[config.mk]
export PLATFORM = sky130hd
export DESIGN_NAME = score_to_bcd
export DESIGN_NICKNAME = d
export VERILOG_FILES = /design/src/rtl/score_to_bcd.sv
export SDC_FILE = /design/constraint.sdc
export NUM_CORES = 1
export LEC_CHECK = 0
export CORE_MARGIN = 4
export CORE_UTILIZATION = 51
export CTS_BUF_LIST = sky130_fd_sc_hd__clkbuf_8
export DETAILED_ROUTE_END_ITERATION = 8
export MAX_ROUTING_LAYER = met4
export PLACE_DENSITY_LB_ADDON = 0.05
export SLEW_MARGIN = 40
export SYNTH_ARGS = -nofsm -noshare
export SYNTH_HDL_FRONTEND = slang
export SYNTH_SLANG_ARGS = --single-unit
export TNS_END_PERCENT = 50
[constraint.sdc]
create_clock -name clk -period 2 [get_ports clk]
set_input_delay 0.5 -clock clk [delete_from_list [all_inputs] [get_ports clk]]
set_output_delay 0.5 -clock clk [all_outputs]
set_load 0.05 [all_outputs]
[src/rtl/score_to_bcd.sv]
// score_to_bcd: serial double-dabble converter from binary score to two 5-bit display digits.
// Define LEADING_ZERO_BLANK_EN to blank a zero tens digit (code 5'b11111) on results and reset.
module score_to_bcd #(
  parameter int IN_W = 6
) (
  input  logic            clk,
  input  logic            rst_n,
  input  logic            start,
  input  logic [IN_W-1:0] score,
  output logic            busy,
  output logic            done,
  output logic [4:0]      tens,
  output logic [4:0]      ones
);
  localparam int CW = $clog2(IN_W + 1);
  localparam logic [0:0] IDLE = 1'b0;
  localparam logic [0:0] CONV = 1'b1;
`ifdef LEADING_ZERO_BLANK_EN
  localparam logic [4:0] TENS_RST = 5'b11111;
`else
  localparam logic [4:0] TENS_RST = 5'b00000;
`endif
  logic [0:0]      state_q, state_d;
  logic [CW-1:0]   cnt_q, cnt_d;
  logic [IN_W-1:0] shift_q, shift_d;
  logic [7:0]      bcd_q, bcd_d, adj, step;
  logic [4:0]      tens_q, tens_d, ones_q, ones_d;
  logic            done_q, done_d;
  assign adj = {bcd_q[7:4] >= 4'd5 ? bcd_q[7:4] + 4'd3 : bcd_q[7:4],
                bcd_q[3:0] >= 4'd5 ? bcd_q[3:0] + 4'd3 : bcd_q[3:0]};
  assign step = (adj << 1) | {7'b0, shift_q[IN_W-1]};
  always_comb begin
    state_d = state_q;
    cnt_d   = cnt_q;
    shift_d = shift_q;
    bcd_d   = bcd_q;
    tens_d  = tens_q;
    ones_d  = ones_q;
    done_d  = 1'b0;
    if (state_q == IDLE) begin
      if (start) begin
        state_d = CONV;
        cnt_d   = CW'(IN_W);
        shift_d = score;
        bcd_d   = 8'd0;
      end
    end else begin
      bcd_d   = step;
      shift_d = shift_q << 1;
      cnt_d   = cnt_q - CW'(1);
      // outputs change only here, so the display never shows a partial result
      if (cnt_q == CW'(1)) begin
        state_d = IDLE;
        done_d  = 1'b1;
        ones_d  = {1'b0, step[3:0]};
`ifdef LEADING_ZERO_BLANK_EN
        tens_d  = step[7:4] == 4'd0 ? 5'b11111 : {1'b0, step[7:4]};
`else
        tens_d  = {1'b0, step[7:4]};
`endif
      end
    end
  end
  always_ff @(posedge clk or negedge rst_n) begin
    if (!rst_n) begin
      state_q <= IDLE;
      cnt_q   <= '0;
      shift_q <= '0;
      bcd_q   <= '0;
      tens_q  <= TENS_RST;
      ones_q  <= '0;
      done_q  <= 1'b0;
    end else begin
      state_q <= state_d;
      cnt_q   <= cnt_d;
      shift_q <= shift_d;
      bcd_q   <= bcd_d;
      tens_q  <= tens_d;
      ones_q  <= ones_d;
      done_q  <= done_d;
    end
  end
  assign busy = state_q == CONV;
  assign done = done_q;
  assign tens = tens_q;
  assign ones = ones_q;
endmodule

==> results of run 1 <==
## logic make-up after synthesis
logic type      count (synthesis)  synth area share (%)
fa+ha+maj                       6                 5.758
xor+xnor                        3                 2.016
mux                            14                 11.80
compound gates                 25                 12.57
flops                          27                 51.82
buf+inv                        14                 5.950
other cells                     1                0.2876
simple gates                   28                 9.789
## power groups by stage
stage               logic (mW)  clock network, mW  registers, mW
finish                    1.49              0.297          0.954
global placement          1.47                  0          0.952
detailed placement        1.50                  0          0.968
global route              1.64              0.339          0.993
CTS                       1.51              0.311          0.959
floorplan                0.835                  0           1.24
## area by class of cell
type	count	area, um^2	share of cell area (%)
multi-input combinational	78	554.3	35.67
inverter	7	31.28	2.013
clock buffer	3	41.29	2.657
sequential	27	675.6	43.48
clock inverter	1	3.754	0.2415
timing repair buffer	22	210.2	13.53
tap	30	37.54	2.415
## flip-flops by register name (all words and copies together), names as in the netlist
signal and cells:
ones 4, bcd_q 8, busy 1, tens 4, shift_q 6, cnt_q 3
done 1
## stage by stage
step                      utilization, %  setup slack (ns)  instances
after floorplan                        -            0.4326        119
after global placement             61.37            0.3371        164
after detailed placement           61.37            0.3186        164
after CTS                          63.20           0.04877        168
after global routing               63.30           0.02569        168
final                              63.30           0.07416        168
## routing by layer
metal	vias up	part of all wire [%]
met5	-	0
met4	0	3.2
met3	7	5.3
met2	23	47
met1	423	45
li1	431	-
## how the worst max path moves through the flow
stage	slack, ns	start	end	depth (start not counted)
6_report	0.07	ones[3]	ones[3]	1
5_1_grt	0.03	ones[3]	ones[3]	1
4_1_cts	0.05	ones[0]	ones[0]	1
3_5_place_dp	0.32	start	bcd_q[7]	5
3_3_place_gp	0.34	start	bcd_q[3]	5
2_1_floorplan	0.43	busy	tens[1]	5
## worst reg2reg max path, stage by stage (launching register included)
cell and delay (ns):
dfrtp_1 0.37, inv_1 0.09, ha_1 0.16, nand2_1 0.04, or2_1 0.32, clkinv_4 0.14, mux2_2 0.34
## placed cells by master, fill, tap and decap left out, types with 2 or more instances in the layout
cell             instances
a21o_1                   3
a21oi_1                  4
a21oi_2                  2
a22o_1                   4
and2_1                   2
buf_4                    9
clkbuf_8                 3
clkdlybuf4s50_1         11
conb_1                   2
dfrtp_1                 27
ha_1                     6
inv_1                    7
mux2_2                   3
mux2_4                   2
mux2i_1                  9
nand2_1                 13
nand2b_1                 3
nor2_1                   5
nor3_1                   3
o21ai_0                  9
xnor2_1                  3
## repair_timing
action | in CTS | in global routing
hold endpoints to repair | 0 | 0
endpoints found under the setup margin | 0 | 1
resized for setup | 0 | 1
==> results.sh, run 1 <==
export IMPL_run_status="complete, no violations"
export IMPL_final_antenna_net_count=0
export IMPL_p_comb_share_pct=54.3
export IMPL_tritoncts_clock_tree="built"
export IMPL_worstReg2RegEnd="tens[1]"
export IMPL_synth_edf_count=0
export IMPL_clockBufferDepth=2
export IMPL_cts_reportedPaths_clkPinSlew_ns=0.09
export IMPL_netlist_instances=118
export IMPL_internal_power_mw=1.562
export IMPL_synth_top_cell_by_area="dfrtp_1"
export IMPL_avgRoutedWirePerCell_um=13.73
export IMPL_postSynth_asyncResetShare_pct=100.0
export IMPL_power_share_switching_pct=42.94
export IMPL_timing_critical_path_from_type="flip-flop"
export IMPL_netlist_cell_type_count=27
export IMPL_worstPathCellList="clkdlybuf4s50_1"
export IMPL_synth_seq_cells=27
export IMPL_number_of_cells_traversed_by_the_worst_register_to_register_path=6
export IMPL_final_number_of_hold_violating_endpoints=0
export IMPL_antenna_found_initial=0
export IMPL_syn_area_um2=1304
export IMPL_die_area_um2=3429
export IMPL_inserted_clock_buffers=3
export IMPL_fin_crit_sh_pct=96.29
export IMPL_fin_clk_skew_ns=0.002253
export IMPL_chipWidth_um=58.56
export IMPL_worst_endpoint_arrival_ns=1.43
export IMPL_clock_power_share_pct=10.9
export IMPL_total_leakage_power_nw=0.7757
export IMPL_critPathTopFamily="buffers and inverters"
export IMPL_hold_path_startpoint="shift_q[4]"
export IMPL_average_via_count_per_standard_cell=5.262
export IMPL_hold_path_cell_count=2
export IMPL_globalRouteMet1Util_pct=21.87
export IMPL_crit_path_end_kind="output port"
export IMPL_dr_pass1_iters=6
export IMPL_cellPowerDensity_nw_per_um2=1762
export IMPL_first_pass_grt_wire_length_mm=4.050
export IMPL_drcViolationCount=0
export IMPL_cpMaxStageDelayCell="clkdlybuf4s50_1"
export IMPL_global_route_peak_usage_layer="met2"
export IMPL_synth_ff_type="dfrtp_1"
export IMPL_synth_area_top_cells="dfrtp_1 (52%), mux2i_1 (6.9%), ha_1 (5.8%), nand2_1 (3.7%), o21ai_0 (3.5%)"
export IMPL_synth_yosys_warnings=0
export IMPL_hold_path_end="shift_q[5]"
export IMPL_ios=21
export IMPL_vdd_ir_drop_max_mv=1.286
export IMPL_initial_core_utilization_pct=53.11
export IMPL_rrSetupSlack_ns=0.43
export IMPL_worstPathMaxFanout=2
export IMPL_finalWorstPathRequiredPeriod_ns=1.926
export IMPL_final_design_area_no_fill_um2=1554
export IMPL_fin_setup_tns_ns=0
export IMPL_timing_final_setup_violations=0
export IMPL_ratio_of_cells_with_drive_above_1_in_the_final_layout_pct=15.94
export IMPL_drc_violation_total_after_the_first_tritonroute_iteration=27
export IMPL_maxSlewHeadroom_pct=66.33
export IMPL_core_area_um2=2455
export IMPL_vias=884
export IMPL_clk_insertion_delay_late_ns=0.27
export IMPL_clockRootBuffer="clkbuf_8"
export IMPL_globalRouteMet3Util_pct=2.632
export IMPL_final_net_count=154
export IMPL_track_usage_pct=16.49
export IMPL_most_common_cell_in_the_netlist="dfrtp_1"
export IMPL_synth_seq_area_share_pct=51.82
export IMPL_grt_setup_unrepaired="false"
export IMPL_die_height_um=58.56
export IMPL_cp_slowest_stage_delay_ns=0.80
export IMPL_max_cap_viol_count=0
export IMPL_placement_cell_area_um2=1506
export IMPL_critical_path_class="flip-flop to output port"
export IMPL_report_power_total_mw=2.738
export IMPL_post_cts_setup_buffers=0
export IMPL_timing_max_transition_violations_final=0
export IMPL_power_frac_seq_pct=34.8
export IMPL_power_switching_mw=1.176
export IMPL_cp_data_required_time_ns=1.50
export IMPL_gpl_final_weighted_congestion=0.7814
export IMPL_hold_path_class="flip-flop to flip-flop"
export IMPL_number_of_i_o_port_buffers=18
export IMPL_clock_sinks=27
export IMPL_use_met2_pct=23.76
export IMPL_post_synth_cell_area_avg_um2=11.05
export IMPL_worst_path_buf_inv=1
export IMPL_r2r_start="cnt_q[1]"
export IMPL_grt_overflow_total=0
export IMPL_floorplan_rows=18
export IMPL_area_growth_syn_to_layout_pct=19.19
export IMPL_cts_max_level=1
export IMPL_timing_hold_ws_ns=0.4911
export IMPL_max_clock_freq_mhz=519.3
export IMPL_vias_in_the_first_global_route=881
export IMPL_yosys_top_cells_count="dfrtp_1 (27), nand2_1 (13), mux2i_1 (9), o21ai_0 (9)"
export IMPL_nFillCells=210
export IMPL_grt_max_degree=31
export IMPL_post_synth_top_area_fraction_pct=51.82
export IMPL_routed_wl_mm=2.306
export IMPL_postCtsHoldBufs=0
export IMPL_worst_pin_slew_ns=0.5042
export IMPL_n_antenna_cell=0
export IMPL_hpwl_after_detailed_placement_mm=1.679
Power figures use the tool's default switching activity.
==> inputs of run 2 (changes only) <==
--- a/config.mk
+++ b/config.mk
@@ -11,7 +11,6 @@
 export DETAILED_ROUTE_END_ITERATION = 8
 export MAX_ROUTING_LAYER = met4
 export PLACE_DENSITY_LB_ADDON = 0.05
-export SLEW_MARGIN = 40
 export SYNTH_ARGS = -nofsm -noshare
 export SYNTH_HDL_FRONTEND = slang
 export SYNTH_SLANG_ARGS = --single-unit
==> results of run 2 <==
No change in the layout: final DEF, timing and power equal those of run 1.
